**src/rtl/id_regread_pkg.sv**
```systemverilog
// id_regread_pkg: shared widths, counts and types for the decode-stage register read block
package id_regread_pkg;
    localparam int REG_W = 16;
    localparam int NREGS = 8;
    localparam int SEL_W = 3;
    localparam int PEND_W = 2;
    localparam logic [PEND_W-1:0] DRAIN_INIT = 2'd3;
    typedef logic [REG_W-1:0] data_t;
    typedef logic [SEL_W-1:0] sel_t;
    typedef logic [PEND_W-1:0] pend_t;
endpackage

```
**src/rtl/id_regread_if.sv**
```systemverilog
// id_regread_if: decode/issue/writeback bundle; master drives requests, slave returns operands, stall and err
interface id_regread_if;
    import id_regread_pkg::*;
    sel_t rd_sel1, rd_sel2, issue_wr_sel, wb_wr_sel;
    logic rd_en1, rd_en2, issue_valid, issue_wr_en, wb_wr_en, flush;
    data_t wb_data, rd_data1, rd_data2;
    logic stall, err;
    modport master (
        output rd_sel1, rd_sel2, rd_en1, rd_en2, issue_valid, issue_wr_en, issue_wr_sel,
        output wb_wr_en, wb_wr_sel, wb_data, flush,
        input rd_data1, rd_data2, stall, err
    );
    modport slave (
        input rd_sel1, rd_sel2, rd_en1, rd_en2, issue_valid, issue_wr_en, issue_wr_sel,
        input wb_wr_en, wb_wr_sel, wb_data, flush,
        output rd_data1, rd_data2, stall, err
    );
endinterface

```
**src/rtl/id_regread_rf_scoreboard.sv**
```systemverilog
// rf_scoreboard: per-register pending-writer counters, post-flush drain window, stall and err generation
module rf_scoreboard
    import id_regread_pkg::*;
(
    input  logic clk,
    input  logic rst,
    input  sel_t rd_sel1,
    input  sel_t rd_sel2,
    input  logic rd_en1,
    input  logic rd_en2,
    input  logic issue_valid,
    input  logic issue_wr_en,
    input  sel_t issue_wr_sel,
    input  logic wb_wr_en,
    input  sel_t wb_wr_sel,
    input  logic flush,
    output logic stall,
    output logic err
);
    pend_t pend [NREGS];
    pend_t pend_nxt [NREGS];
    pend_t drain;
    logic haz1, haz2, sat, accept, wb_zero;
    logic inc [NREGS];
    logic dec [NREGS];
    always_comb begin
        haz1 = rd_en1 && pend[rd_sel1] != '0 && !(pend[rd_sel1] == 2'd1 && wb_wr_en && wb_wr_sel == rd_sel1);
        haz2 = rd_en2 && pend[rd_sel2] != '0 && !(pend[rd_sel2] == 2'd1 && wb_wr_en && wb_wr_sel == rd_sel2);
        sat = issue_wr_en && pend[issue_wr_sel] == '1 && !(wb_wr_en && wb_wr_sel == issue_wr_sel);
        stall = issue_valid && (haz1 || haz2 || sat);
        accept = issue_valid && !stall && !flush;
        wb_zero = wb_wr_en && pend[wb_wr_sel] == '0;
        for (int r = 0; r < NREGS; r++) begin
            inc[r] = accept && issue_wr_en && issue_wr_sel == sel_t'(r);
            dec[r] = wb_wr_en && wb_wr_sel == sel_t'(r) && pend[r] != '0;
            pend_nxt[r] = flush ? '0 :
                          (inc[r] && !dec[r]) ? pend[r] + 1'b1 :
                          (dec[r] && !inc[r]) ? pend[r] - 1'b1 : pend[r];
        end
    end
    always_ff @(posedge clk) begin
        if (rst) begin
            for (int r = 0; r < NREGS; r++) pend[r] <= '0;
            drain <= '0;
            err <= 1'b0;
        end else begin
            for (int r = 0; r < NREGS; r++) pend[r] <= pend_nxt[r];
            drain <= flush ? DRAIN_INIT : (drain != '0 ? drain - 1'b1 : drain);
            err <= wb_zero && drain == '0 && !flush;
        end
    end
endmodule

```
**src/rtl/id_regread.sv**
```systemverilog
// id_regread: 8x16 register file with write-before-read bypass and scoreboard stall (clk, rst, bus: id_regread_if.slave)
module id_regread
    import id_regread_pkg::*;
(
    input logic clk,
    input logic rst,
    id_regread_if.slave bus
);
    data_t regs [NREGS];
    always_ff @(posedge clk) begin
        if (rst) begin
            for (int r = 0; r < NREGS; r++) regs[r] <= '0;
        end else if (bus.wb_wr_en) begin
            regs[bus.wb_wr_sel] <= bus.wb_data;
        end
    end
    always_comb begin
        bus.rd_data1 = (bus.wb_wr_en && bus.wb_wr_sel == bus.rd_sel1) ? bus.wb_data : regs[bus.rd_sel1];
        bus.rd_data2 = (bus.wb_wr_en && bus.wb_wr_sel == bus.rd_sel2) ? bus.wb_data : regs[bus.rd_sel2];
    end
    rf_scoreboard u_sb (
        .clk(clk),
        .rst(rst),
        .rd_sel1(bus.rd_sel1),
        .rd_sel2(bus.rd_sel2),
        .rd_en1(bus.rd_en1),
        .rd_en2(bus.rd_en2),
        .issue_valid(bus.issue_valid),
        .issue_wr_en(bus.issue_wr_en),
        .issue_wr_sel(bus.issue_wr_sel),
        .wb_wr_en(bus.wb_wr_en),
        .wb_wr_sel(bus.wb_wr_sel),
        .flush(bus.flush),
        .stall(bus.stall),
        .err(bus.err)
    );
endmodule

```
**src/flat_wrapper.sv**
```systemverilog
// flat-port wrapper written by rule: the top's interface ports become plain ports
module id_regread_flat import id_regread_pkg::*;
  (clk, rst, bus_rd_sel1, bus_rd_sel2, bus_rd_en1, bus_rd_en2, bus_issue_valid, bus_issue_wr_en, bus_issue_wr_sel, bus_wb_wr_en, bus_wb_wr_sel, bus_wb_data, bus_flush, bus_rd_data1, bus_rd_data2, bus_stall, bus_err);
  id_regread_if bus_i ();
  input logic clk;
  input logic rst;
  input wire logic [$bits(bus_i.rd_sel1)-1:0] bus_rd_sel1;
  input wire logic [$bits(bus_i.rd_sel2)-1:0] bus_rd_sel2;
  input wire logic [$bits(bus_i.rd_en1)-1:0] bus_rd_en1;
  input wire logic [$bits(bus_i.rd_en2)-1:0] bus_rd_en2;
  input wire logic [$bits(bus_i.issue_valid)-1:0] bus_issue_valid;
  input wire logic [$bits(bus_i.issue_wr_en)-1:0] bus_issue_wr_en;
  input wire logic [$bits(bus_i.issue_wr_sel)-1:0] bus_issue_wr_sel;
  input wire logic [$bits(bus_i.wb_wr_en)-1:0] bus_wb_wr_en;
  input wire logic [$bits(bus_i.wb_wr_sel)-1:0] bus_wb_wr_sel;
  input wire logic [$bits(bus_i.wb_data)-1:0] bus_wb_data;
  input wire logic [$bits(bus_i.flush)-1:0] bus_flush;
  output wire logic [$bits(bus_i.rd_data1)-1:0] bus_rd_data1;
  output wire logic [$bits(bus_i.rd_data2)-1:0] bus_rd_data2;
  output wire logic [$bits(bus_i.stall)-1:0] bus_stall;
  output wire logic [$bits(bus_i.err)-1:0] bus_err;
  assign bus_i.rd_sel1 = bus_rd_sel1;
  assign bus_i.rd_sel2 = bus_rd_sel2;
  assign bus_i.rd_en1 = bus_rd_en1;
  assign bus_i.rd_en2 = bus_rd_en2;
  assign bus_i.issue_valid = bus_issue_valid;
  assign bus_i.issue_wr_en = bus_issue_wr_en;
  assign bus_i.issue_wr_sel = bus_issue_wr_sel;
  assign bus_i.wb_wr_en = bus_wb_wr_en;
  assign bus_i.wb_wr_sel = bus_wb_wr_sel;
  assign bus_i.wb_data = bus_wb_data;
  assign bus_i.flush = bus_flush;
  assign bus_rd_data1 = bus_i.rd_data1;
  assign bus_rd_data2 = bus_i.rd_data2;
  assign bus_stall = bus_i.stall;
  assign bus_err = bus_i.err;
  id_regread u_core (.clk(clk), .rst(rst), .bus(bus_i));
endmodule
```
**config.mk**
```make
export PLATFORM = sky130hd
export DESIGN_NAME = id_regread_flat
export DESIGN_NICKNAME = d
export VERILOG_FILES = /design/src/rtl/id_regread_pkg.sv /design/src/rtl/id_regread_if.sv /design/src/rtl/id_regread_rf_scoreboard.sv /design/src/rtl/id_regread.sv /design/src/flat_wrapper.sv
export SDC_FILE = /design/constraint.sdc
export NUM_CORES = 1
export LEC_CHECK = 0
export CAP_MARGIN = 40
export CORE_MARGIN = 3
export CORE_UTILIZATION = 55
export CTS_BUF_LIST = sky130_fd_sc_hd__clkbuf_4 sky130_fd_sc_hd__clkbuf_8
export DETAILED_ROUTE_END_ITERATION = 16
export DONT_BUFFER_PORTS = 1
export PLACE_DENSITY = 0.71
export SYNTH_ARGS = -nofsm -noshare
export SYNTH_HDL_FRONTEND = slang
export SYNTH_SLANG_ARGS = --single-unit
```
**constraint.sdc**
```tcl
create_clock -name clk -period 2.7 [get_ports clk]
set_input_delay 0.54 -clock clk [delete_from_list [all_inputs] [get_ports clk]]
set_output_delay 0.54 -clock clk [all_outputs]
set_load 0.03 [all_outputs]
```
== After elaboration in Yosys (flattened, before gate mapping) ==
Memories as Yosys holds them, arrays and structs flattened.
Cells that the tools add are included.
Cells by class
  add/subtract/negate cells: 17
  equality and inequality tests: 20
  multiplexer cells: 45
  bitwise operators: 8
  reduce and logical (&&, ||, !) cells: 100
Operators by type and width (count)
  $mux W2: 34
  $logic_and A1 B1 Y1: 60
  $mux W16: 3
  $eq A3 B3 Y1 const B: 8
  $reduce_bool A2 Y1: 12
  $logic_not A1 Y1: 21
  $sub A2 B1 Y2 const B: 9
  $add A2 B1 Y2 const B: 8
  $reduce_or A16 Y1: 1
  $eq A3 B2 Y1 const B: 4
  $eq A3 B3 Y1: 3
  $or A1 B1 Y1: 8
  $mux W1: 7
  $eq A3 B1 Y1 const B: 2
  $logic_not A3 Y1: 2
  $eq A2 B1 Y1 const B: 2
  $logic_not A2 Y1: 2
  $mux W3: 1
  $eq A2 B2 Y1 const B: 1
  $logic_or A1 B1 Y1: 2
Storage, ports and cells
  register bits after elaboration: 3
  memory bits (writable): 144
  bits of input ports: 36
  output and inout port bits: 34
  word-level logic and storage cells: 194
  memories: 2
Memories
  u_core.regs: depth 8, width 16, read ports 2, clocked after Yosys merged registers in 0, wr ports 8, RTL line id_regread.sv:9  | data_t regs [NREGS];
  u_core.u_sb.pend: depth 8, width 2, read ports 12, clocked after Yosys merged registers in 0, wr ports 8, RTL line id_regread_rf_scoreboard.sv:20  | pend_t pend [NREGS];

== Logic depth before layout (Yosys ltp) ==
Gate-level depths: netlist (run 1).
An unclocked memory read counts as a cell.
  depth after elaboration: 20
  mapped depth: 11
  mapped depth without buffers: 9

== Hierarchy ==
Synthesis (run 1) repeated with hierarchy kept, for this count alone.
Second synthesis, totals
  cell total of the unflattened synthesis: 643
  area total of the unflattened synthesis: 9181.3 µm²
By module, submodules not included
  id_regread: times used 1, cells an instance 445, area an instance 7453.4 µm², sequential area each 3843.7 µm²
  rf_scoreboard: times used 1, cells an instance 198, area an instance 1727.9 µm², sequential area each 380.4 µm²

== Worst setup path before layout (run 1) ==
Ideal clock, no wire load.
  path type: input-to-output
  from: in bus_rd_sel1[2]
  to: out bus_rd_data1[0]
  arrival: 2243 ps
  required time: 2160 ps
  slack: -83 ps
  stages: 6
  buffers on the path: 3
  path through: buf_2 -> xor2_1 -> or4_1 -> clkbuf_1 -> clkbuf_1 -> a21oi_1
On the way
  longest elaborated chain between the ends: 3
  elaborated cells on any way between the ends: 4
  those cells by class: eq/ne: 1; mux: 1; reduce/logical: 1; memory: 1
RTL lines
  start, declared: RTL line flat_wrapper.sv:7  | input wire logic [$bits(bus_i.rd_sel1)-1:0] bus_rd_sel1;
  branches (longest 2 deep; another with $mem_v2 Z8 W16)
  $mux W16 (*): RTL line id_regread.sv:18  | bus.rd_data1 = (bus.wb_wr_en && bus.wb_wr_sel == bus.rd_sel1) ? bus.wb_data : regs[bus.rd_sel1];
  end, declared: RTL line flat_wrapper.sv:18  | output wire logic [$bits(bus_i.rd_data1)-1:0] bus_rd_data1;
Every way passes the cells marked *.

==> results of run 1 <==
state kept, by name, summed over array words and instances, names as in the netlist:
register	flops
u_core.regs	128
u_core.u_sb.pend	16
u_core.u_sb.drain	2
u_core.u_sb.err	1
placed cells by master, fill, tap and decap left out, types with 2 or more instances in the layout:
cell type	n
sky130_fd_sc_hd__bufinv_16	5
sky130_fd_sc_hd__nor2_1	60
sky130_fd_sc_hd__or3_1	9
sky130_fd_sc_hd__nor4_2	4
sky130_fd_sc_hd__nor3_2	2
sky130_fd_sc_hd__buf_4	62
sky130_fd_sc_hd__o21ai_0	17
sky130_fd_sc_hd__xor2_1	25
sky130_fd_sc_hd__dfxtp_4	4
sky130_fd_sc_hd__a21oi_1	39
sky130_fd_sc_hd__o41ai_1	3
sky130_fd_sc_hd__nand2b_1	5
sky130_fd_sc_hd__nand2_1	14
sky130_fd_sc_hd__nor2_2	2
sky130_fd_sc_hd__nor4_4	2
sky130_fd_sc_hd__a21oi_2	2
sky130_fd_sc_hd__mux2i_1	34
sky130_fd_sc_hd__or4_1	2
sky130_fd_sc_hd__mux4_2	74
sky130_fd_sc_hd__dfxtp_2	9
sky130_fd_sc_hd__clkinv_2	2
sky130_fd_sc_hd__nand3b_1	2
sky130_fd_sc_hd__or2_2	10
sky130_fd_sc_hd__clkbuf_8	17
sky130_fd_sc_hd__clkinv_4	2
sky130_fd_sc_hd__and2_1	128
sky130_fd_sc_hd__nor2b_2	2
sky130_fd_sc_hd__dfxtp_1	6
sky130_fd_sc_hd__ha_1	9
sky130_fd_sc_hd__nor3_1	6
sky130_fd_sc_hd__inv_1	6
sky130_fd_sc_hd__edfxtp_1	128
sky130_fd_sc_hd__clkinvlp_4	4
Yosys cell counts, drive strengths merged, types with 2 or more instances:
cell	count	area, um^2
a21oi	41	205
a221oi	2	17.5
and2	129	807
buf	16	101
clkbuf	35	131
dfxtp	19	380
edfxtp	128	3840
ha	9	113
inv	6	22.5
mux2i	34	340
mux4	74	1670
nand2	14	52.6
nand2b	5	31.3
nand3b	2	15.0
nor2	62	233
nor2b	2	12.5
nor3	8	50.1
nor4	7	81.3
o21ai	17	85.1
o41ai	4	35.0
or2	10	62.6
or3	9	56.3
or4	2	15.0
xor2	25	219
what timing repair did:
action | CTS | global route
setup buffers | 6 | 1
pin swaps | 3 | 3
setup endpoints to repair | 5 | 9
gates resized for setup | 21 | 8
hold buffers | 0 | 0
power groups by stage:
| stage | Clock (mW) | Combinational (mW) | Sequential, mW |
|---|---|---|---|
| final | 1.95 | 0.842 | 2.67 |
| after global routing | 2.04 | 0.890 | 2.68 |
| after CTS | 1.96 | 0.841 | 2.67 |
| after detailed placement | 0 | 0.834 | 2.72 |
| after global placement | 0 | 0.821 | 2.70 |
| after floorplan | 0 | 0.675 | 2.69 |
cell families after synthesis:
logic type	count (synthesis)	synth area share
XOR/XNOR	26	0.0263
AO/OA/AOI/OAI	70	0.0456
flip-flops	147	0.489
multiplexers	108	0.232
AND/OR/NAND/NOR	251	0.165
buffers and inverters	57	0.0295
adder cells (fa/ha/maj)	9	0.0130
per-layer routing:
layer / global-route usage / part of all wire / up-vias
met2: 0.454 / 0.51 / 238
met1: 0.322 / 0.39 / 2918
met3: 0.0498 / 0.067 / 49
li1: - / - / 2557
met5: 0 / 0 / -
met4: 0.0968 / 0.029 / 0
layout make-up:
cell class,count,area (um^2)
Sequential cell,147,4250
Timing Repair Buffer,63,477
Clock buffer,18,241
Tap cell,211,264
Inverter,6,22.5
Fill cell,1205,5630
Clock inverter,14,211
Multi-Input combinational cell,464,4220
critical path: stages, from the launching register on:
cell and delay (ns):
sky130_fd_sc_hd__dfxtp_4 0.37, sky130_fd_sc_hd__mux4_2 0.51, sky130_fd_sc_hd__o41ai_2 0.08, sky130_fd_sc_hd__a221oi_2 0.12
sky130_fd_sc_hd__a211o_2 0.36, sky130_fd_sc_hd__and2_4 0.18
final timing paths:
check	start	to	slack, ns	cells past startpoint
worst min register to register	u_core.u_sb.pend[3][1]$_SDFFE_PP0P_	u_core.u_sb.pend[3][1]$_SDFFE_PP0P_	0.52	2
worst max-delay path	u_core.u_sb.pend[2][0]$_SDFFE_PP0P_	bus_stall	0.09	5
worst min-delay path	rst	u_core.u_sb.drain[0]$_SDFFE_PP0P_	0.16	1
worst max register to register	u_core.u_sb.pend[2][0]$_SDFFE_PP0P_	u_core.u_sb.pend[1][1]$_SDFFE_PP0P_	0.09	9
per-stage QoR:
stage	utilization	hold slack (ns)	area [um^2]	worst slack [ns]
after global routing	0.633	0.131	9690	-0.0236
after CTS	0.630	0.130	9650	0.00817
after global placement	0.595	0.534	9110	-0.0652
after detailed placement	0.595	0.549	9110	-0.143
after floorplan	-	0.491	8670	-0.0820
final	0.633	0.156	9690	0.0886
==> flow_summary.yaml, run 1 <==
run_status:
  outcome: "complete, no violations"
final_layout:
  layoutNonFillerInstCount: 923
  post_route_cells_drive_above_1_share: 0.295
  syn_to_final_growth_pct: 12.1
  num-nets-final: 744
  antennaDiodeCount: 0
floorplan:
  placement_rows: 45
  start_util: 0.564
  die_height_um: 131
  die_w_um: 131
  dieArea_um2: 17300
  io_pins: 70
  floorplan.core_area_um2: 15300
sta:
  period_share: 0.967
  finalClockSkew_ns: 0.00710
  tightestPinTransition_ns: 0.615
  hold_viol_final: 0
  max_slew_violation_count: 0
  timing.fmax_ghz: 0.383
  setup_viol_count_final: 0
  max_slew_margin: 0.590
  totalNegativeSetupSlack_ns: 0
  period_minus_slack_ns: 2.61
clock_tree:
  cts_made_buffers: 17
  cts.reportedPaths.clkPinSlew_ns: 0.08
  numClockSinks: 147
  tritoncts_clock_tree: "yes"
  htree_num_levels: 4
  max-clock-path-buffers: 2
  clk_latency_ns: 0.45
  clk_root_buffer_cell: "sky130_fd_sc_hd__clkbuf_8"
synth:
  synth_top_flop_cell: "sky130_fd_sc_hd__edfxtp_1"
  ys_ff_latch: 147
  ys.warnings.count: 0
  synth_edf_count: 128
  post_synth.cell_area_avg_um2: 12.9
  synthesis.area_um2: 8640
  syn_inst: 668
  postSynthNetCount: 713
  synth-async-reset-ratio: 0
  yosysSeqAreaShare: 0.489
  yosys.cell_types.count: 36
drt:
  number_of_vias_after_detailed_routing: 5762
  routed_via_density: 6.24
  remaining_drc_errors: 0
  drt-pass1-iter-count: 5
  dr.first_iter.drc_count: 566
  route.detailed.wl_per_inst_um: 23.7
  antenna_left: 0
  detail_route.wirelength_um: 21900
global_routing:
  grt_max_degree: 38
  global_route.usage.total: 0.259
  number_of_global_route_vias_before_repair: 6069
  grt_antenna_before_repair: 0
  globalRouteOverflowTotal: 0
  grt_first_pass_wirelength_um: 33900
placed_design:
  hpwlAfterDp_um: 13300
  io_buffer_count: 0
  gp_congestion: 0.864
  number_of_cells_after_detailed_placement: 885
power:
  combPwrFrac: 0.154
  power.share.sequential: 0.489
  swShare: 0.248
  power.density_cell_area_nw_per_um2: 563
  finalPower_mw: 5.46
  switching_component_of_the_power_mw: 1.35
  p_int_mw: 4.10
  peakVddDrop_mv: 0.295
  power_leakage_nw: 3.50
  clkPwrFrac: 0.357
worst_setup_path:
  endpoint_kind: "output port"
  timing.setup.critical_path_class: "flip-flop to output port"
  worstPathArrival_ns: 2.07
  critical_path.max_fanout: 4
  crit_required_ns: 2.16
  startpoint_type: "flip-flop"
min_path:
  min_path_type: "input pin to flip-flop"
run:
  maxCapViolations: 0
Note: power is estimated with default switching activity, not from simulation.
==> run 2, diff against run 1 <==
--- a/config.mk
+++ b/config.mk
@@ -5,13 +5,13 @@
 export SDC_FILE = /design/constraint.sdc
 export NUM_CORES = 1
 export LEC_CHECK = 0
-export CAP_MARGIN = 40
+export CAP_MARGIN = 20
 export CORE_MARGIN = 3
 export CORE_UTILIZATION = 55
 export CTS_BUF_LIST = sky130_fd_sc_hd__clkbuf_4 sky130_fd_sc_hd__clkbuf_8
 export DETAILED_ROUTE_END_ITERATION = 16
 export DONT_BUFFER_PORTS = 1
-export PLACE_DENSITY = 0.71
+export PLACE_DENSITY = 0.74
 export SYNTH_ARGS = -nofsm -noshare
 export SYNTH_HDL_FRONTEND = slang
 export SYNTH_SLANG_ARGS = --single-unit
==> constraint.sdc (replaced) <==
create_clock -name clk -period 2.7 [get_ports clk]
set_input_delay 0.27 -clock clk [delete_from_list [all_inputs] [get_ports clk]]
set_output_delay 0.27 -clock clk [all_outputs]
set_load 0.03 [all_outputs]
==> run 2 against run 1 <==
Effect of this change:
- final cell count increased by 3.4%
- global-route usage fell by 0.32 points
- utilization grew 1.9 points
- register-to-register slack lost 0.04 ns
- largest cell class is now multi-input combinational cells
- power decreased by 4.2%
- highest routed layer unchanged
- worst hold slack worse by 0.15 ns
- critical endpoint is now u_core.u_sb.pend[5][1]$_SDFFE_PP0P_
- sequential power barely moved
- wire length up 2.2%
==> flow_summary.yaml, run 2 (synthesis gave the netlist of run 1 again) <==
clock_tree:
  cts_made_buffers: 17
  htree_num_levels: 4
  tritoncts_clock_tree: "yes"
  clk_latency_ns: 0.46
  numClockSinks: 147
  clk_root_buffer_cell: "sky130_fd_sc_hd__clkbuf_8"
  max-clock-path-buffers: 2
  cts.reportedPaths.clkPinSlew_ns: 0.08
power:
  swShare: 0.266
  peakVddDrop_mv: 0.304
  power.share.sequential: 0.510
  combPwrFrac: 0.173
  power.density_cell_area_nw_per_um2: 524
  power_leakage_nw: 3.62
  clkPwrFrac: 0.317
  p_int_mw: 3.84
  finalPower_mw: 5.23
  switching_component_of_the_power_mw: 1.39
min_path:
  min_path_type: "input pin to flip-flop"
  worst_hold_startpoint: "bus_wb_data[12]"
  holdPathStages: 1
  holdPathEnd: "u_core.regs[2][12]$_SDFFCE_PN0P_"
worst_setup_path:
  critical_path.max_fanout: 7
  cp.depth: 9
  timing.setup.critical_path_class: "flip-flop to flip-flop"
  startpoint_type: "flip-flop"
  worstPathBufferInverterCount: 1
  cpMaxStageDelayCell: "sky130_fd_sc_hd__mux4_2"
  crit_required_ns: 3.09
  length_in_cells_of_the_worst_reg_to_reg_path: 9
  cpPeakStageDelay_ns: 0.49
  path_cells: "mux4_2 > o41ai_1 > a221oi_2 > a211o_2 > buf_4 > nor4_4 > ha_1 > or3_4 > a21oi_2"
  worst_path_dominant_cell_family: "compound AO/OA/AOI/OAI gates"
  ff2ff_setup_slack_ns: 0.05
  endpoint_kind: "flip-flop"
  crit-reg2reg-launch: "u_core.u_sb.pend[7][0]$_SDFFE_PP0P_"
  regToRegEndpoint: "u_core.u_sb.pend[5][1]$_SDFFE_PP0P_"
  worstPathArrival_ns: 3.04
sta:
  finalClockSkew_ns: 0.00662
  timing.fmax_ghz: 0.378
  period_share: 0.980
  max_slew_violation_count: 0
  hold_viol_final: 0
  period_minus_slack_ns: 2.65
  setup_viol_count_final: 0
  tightestPinTransition_ns: 0.802
  unrepaired_setup_endpoints_after_global_routing: "true"
  max_slew_margin: 0.451
  totalNegativeSetupSlack_ns: 0
final_layout:
  largest_registers: "u_core.regs x128, u_core.u_sb.pend x16, u_core.u_sb.drain x2"
  largest-register: "u_core.regs"
  layoutNonFillerInstCount: 954
  post_route_cells_drive_above_1_share: 0.281
  syn_to_final_growth_pct: 15.5
  largest_register_ffs: 128
  layout.cells.most_common: "sky130_fd_sc_hd__and2_1"
  num-nets-final: 776
  antennaDiodeCount: 0
  filler_cell_count: 1150
  mostFrequentLayoutCells: "sky130_fd_sc_hd__and2_1 (129), sky130_fd_sc_hd__edfxtp_1 (128), sky130_fd_sc_hd__mux4_2 (74)"
placed_design:
  number_of_cells_after_detailed_placement: 877
  hpwlAfterDp_um: 13600
  gp_congestion: 0.925
  io_buffer_count: 0
floorplan:
  floorplan.core_area_um2: 15300
  placement_rows: 45
  dieArea_um2: 17300
  die_w_um: 131
  start_util: 0.564
  die_height_um: 131
  io_pins: 70
global_routing:
  grt_antenna_before_repair: 0
  grt_first_pass_wirelength_um: 33600
  globalRouteOverflowTotal: 0
  number_of_global_route_vias_before_repair: 5979
  global_route.usage.total: 0.256
  grt_max_degree: 38
run:
  maxCapViolations: 0
drt:
  antenna_left: 0
  detail_route.wirelength_um: 22400
  drt-pass1-iter-count: 5
  number_of_vias_after_detailed_routing: 5934
  remaining_drc_errors: 0
  route.detailed.wl_per_inst_um: 23.5
  dr.first_iter.drc_count: 708
  routed_via_density: 6.22
run_status:
  outcome: "complete, no violations"
[run 2: cell type report]
class	instances	area, um^2	share of cell area
timing repair buffer	95	792	0.0794
sequential	147	4250	0.426
multi-input combinational	464	4280	0.428
tap	211	264	0.0265
clock inverter	14	139	0.0139
clock buffer	17	234	0.0234
inverter	6	22.5	0.00226
[run 2: power by group through the flow]
stage	clock network, mW	registers (mW)	logic (mW)
detailed placement	0	2.72	0.829
CTS	1.67	2.67	0.870
floorplan	0	2.69	0.669
global placement	0	2.70	0.814
global route	1.79	2.68	0.949
finish	1.66	2.67	0.904
[run 2: stage by stage]
| step | utilization | setup slack, ns | cell area (um^2) | hold WS [ns] |
|---|---|---|---|---|
| 2_1_floorplan | - | 0.203 | 8640 | 0.389 |
| 3_3_place_gp | 0.591 | 0.101 | 9050 | 0.345 |
| 3_5_place_dp | 0.591 | 0.0356 | 9050 | 0.347 |
| 4_1_cts | 0.628 | 0.0530 | 9620 | 0.0000290 |
| 5_1_grt | 0.652 | -0.0710 | 9980 | 0.00226 |
| 6_report | 0.652 | 0.0533 | 9980 | 0.00946 |
[run 2: timing repair]
action / 4_1_cts / 5_1_grt
buffers inserted: 0 / 16
hold buffers: 20 / 10
setup endpoints to repair: 1 / 8
pin swaps: 0 / 10
hold endpoints to repair: 94 / 12
resized for setup: 1 / 37
[run 2: layer usage]
| layer | part of all wire | global-route usage | up-vias |
|---|---|---|---|
| li1 | - | - | 2623 |
| met1 | 0.40 | 0.339 | 2990 |
| met2 | 0.51 | 0.435 | 280 |
| met3 | 0.069 | 0.0448 | 41 |
| met4 | 0.020 | 0.0840 | 0 |
| met5 | 0 | 0 | - |
[run 2: how the worst max path moves through the flow]
stage	start	endpoint	slack [ns]
CTS	u_core.u_sb.pend[7][0]$_SDFFE_PP0P_	u_core.u_sb.pend[4][1]$_SDFFE_PP0P_	0.05
global route	u_core.u_sb.pend[7][1]$_SDFFE_PP0P_	u_core.u_sb.pend[6][1]$_SDFFE_PP0P_	-0.07
floorplan	bus_rd_sel2[1]	u_core.u_sb.pend[7][1]$_SDFFE_PP0P_	0.20
global placement	u_core.u_sb.pend[3][0]$_SDFFE_PP0P_	u_core.u_sb.pend[1][1]$_SDFFE_PP0P_	0.10
finish	u_core.u_sb.pend[7][0]$_SDFFE_PP0P_	u_core.u_sb.pend[5][1]$_SDFFE_PP0P_	0.05
detailed placement	u_core.u_sb.pend[7][0]$_SDFFE_PP0P_	u_core.u_sb.pend[4][1]$_SDFFE_PP0P_	0.04
==> run 3, diff against run 2 <==
--- a/config.mk
+++ b/config.mk
@@ -6,9 +6,11 @@
 export NUM_CORES = 1
 export LEC_CHECK = 0
 export CAP_MARGIN = 20
+export CORE_ASPECT_RATIO = 1.5
 export CORE_MARGIN = 3
 export CORE_UTILIZATION = 55
 export CTS_BUF_LIST = sky130_fd_sc_hd__clkbuf_4 sky130_fd_sc_hd__clkbuf_8
+export CTS_CLUSTER_SIZE = 20
 export DETAILED_ROUTE_END_ITERATION = 16
 export DONT_BUFFER_PORTS = 1
 export PLACE_DENSITY = 0.74
==> run 3 against run 2 <==
Effect of this change:
- clock power increased by 17%
- count of clock-buffer cells in the layout increased by 2
- worst setup slack got worse by 0.0071 ns
- final cell count decreased by 4.3%
- design area decreased by 2.6%
- wire length increased by 6.4%
- power increased by 5.4%
- utilization decreased by 1.6 points
- maximum frequency decreased by 0.27%
- sequential share of layout area increased by 1.1 points
- largest cell class is now registers
==> flow_summary.yaml, run 3 (synthesis gave the netlist of run 1 again) <==
run_status:
  outcome: "complete, no violations"
global_routing:
  use_met2: 0.507
  globalRouteOverflowTotal: 0
  globalRouteMet3Util: 0.0556
  globalRoute.busiestLayer: "met2"
  number_of_global_route_vias_before_repair: 6296
  global_route.usage.met1: 0.308
  grt_first_pass_wirelength_um: 35100
  grt_antenna_before_repair: 0
  global_route.usage.total: 0.278
  grt_max_degree: 38
floorplan:
  die_height_um: 160
  io_pins: 70
  start_util: 0.566
  die_w_um: 108
  dieArea_um2: 17300
  placement_rows: 55
  floorplan.core_area_um2: 15300
power:
  power.density_cell_area_nw_per_um2: 568
  power_leakage_nw: 3.51
  peakVddDrop_mv: 0.335
  finalPower_mw: 5.51
placed_design:
  hpwlAfterDp_um: 14700
  gp_congestion: 0.919
  io_buffer_count: 0
run:
  maxCapViolations: 0
sta:
  timing.fmax_ghz: 0.377
  period_share: 0.983
  max_slew_violation_count: 0
  setup_viol_count_final: 0
  hold_viol_final: 0
  finalClockSkew_ns: 0.00208
  max_slew_margin: 0.550
  totalNegativeSetupSlack_ns: 0
  tightestPinTransition_ns: 0.673
  period_minus_slack_ns: 2.65
worst_setup_path:
  startpoint_type: "flip-flop"
  crit_required_ns: 3.08
  cpPeakStageDelay_ns: 0.47
  endpoint_kind: "flip-flop"
  critical_path.max_fanout: 7
  worstPathArrival_ns: 3.03
  cpMaxStageDelayCell: "sky130_fd_sc_hd__mux4_2"
  path_cells: "mux4_2 > nor2b_1 > a221oi_1 > a211o_2 > nor4_4 > ha_1 > or3_1 > a21oi_2"
  timing.setup.critical_path_class: "flip-flop to flip-flop"
drt:
  number_of_vias_after_detailed_routing: 5956
  antenna_left: 0
  route.detailed.wl_per_inst_um: 26.1
  routed_via_density: 6.52
  drt-pass1-iter-count: 6
  remaining_drc_errors: 0
  dr.first_iter.drc_count: 528
  detail_route.wirelength_um: 23800
clock_tree:
  cts_made_buffers: 17
  htree_num_levels: 4
  numClockSinks: 147
  clk_latency_ns: 0.44
  clk_root_buffer_cell: "sky130_fd_sc_hd__clkbuf_8"
  max-clock-path-buffers: 2
  tritoncts_clock_tree: "yes"
  cts.reportedPaths.clkPinSlew_ns: 0.10
final_layout:
  antennaDiodeCount: 0
  largest_registers: "u_core.regs x128, u_core.u_sb.pend x16, u_core.u_sb.drain x2"
  largest_register_ffs: 128
  syn_to_final_growth_pct: 12.4
  num-nets-final: 746
  largest-register: "u_core.regs"
  post_route_cells_drive_above_1_share: 0.262
  mostFrequentLayoutCells: "sky130_fd_sc_hd__and2_1 (128), sky130_fd_sc_hd__edfxtp_1 (128), sky130_fd_sc_hd__mux4_2 (74)"
min_path:
  min_path_type: "input pin to flip-flop"
-- run 3: cell types whose count changed in the layout (fill, tap and decap cells not counted), sizes merged --
cell         delta
a211o           +1
buf            -20
bufinv          +2
clkbuf          +2
clkinv          -5
clkinvlp        -2
dlygate4sd3    -11
inv             +4
-- run 3: layout make-up --
| type | instances | area [um^2] |
|---|---|---|
| Multi-Input combinational cell | 465 | 4230 |
| Sequential cell | 147 | 4250 |
| Clock inverter | 13 | 196 |
| Fill cell | 1162 | 5560 |
| Tap cell | 199 | 249 |
| Inverter | 6 | 22.5 |
| Clock buffer | 19 | 249 |
| Timing Repair Buffer | 64 | 528 |
-- run 3: worst paths after layout --
path | from | to | slack [ns] | cells past startpoint
worst min register to register | u_core.u_sb.pend[7][1]$_SDFFE_PP0P_ | u_core.u_sb.pend[7][1]$_SDFFE_PP0P_ | 0.53 | 2
worst max register to register | u_core.u_sb.pend[7][1]$_SDFFE_PP0P_ | u_core.u_sb.pend[6][1]$_SDFFE_PP0P_ | 0.05 | 8
worst max-delay path | u_core.u_sb.pend[7][1]$_SDFFE_PP0P_ | u_core.u_sb.pend[6][1]$_SDFFE_PP0P_ | 0.05 | 8
worst min-delay path | bus_wb_data[7] | u_core.regs[4][7]$_SDFFCE_PN0P_ | 0.01 | 1
-- run 3: through the flow --
stage	setup slack [ns]	util	std cells	hold slack, ns	area [um^2]
2_1_floorplan	0.203	-	668	0.389	8640
3_3_place_gp	0.122	0.588	859	0.346	8990
3_5_place_dp	0.0342	0.588	859	0.347	8990
4_1_cts	0.0720	0.625	902	0.0000859	9540
5_1_grt	-0.0351	0.636	913	0.000427	9720
6_report	0.0462	0.636	913	0.0136	9720
-- run 3: where the power goes --
group / total, mW / internal [mW] / switching (mW)
Combinational: 0.899 / 0.411 / 0.488
Clock: 1.95 / 1.05 / 0.899
Sequential: 2.67 / 2.60 / 0.0682
Total: 5.51 / 4.06 / 1.45
-- run 3: critical path, delay by kind of cell, from the launching register on --
kind,cells,cell delay (ns)
adders and majority gates,1,0.31
DFF,1,0.35
muxes,1,0.47
AOI/OAI and AO/OA,3,0.71
and+or+nand+nor,3,0.73
-- run 3: what timing repair did --
item                                    4_1_cts  5_1_grt
hold endpoints to repair                     20       12
gates cloned                                  0        1
pin swaps                                     0        4
endpoints found under the setup margin        1        5
hold buffers                                 11        8
buffers inserted                              0        2
gates resized for setup                       1       22
-- run 3: routing by layer --
layer / up-vias / wire, um
met1: 2993 / 8160
met3: 76 / 1840
met5: - / 0
li1: 2566 / -
met2: 321 / 12900
met4: 0 / 942
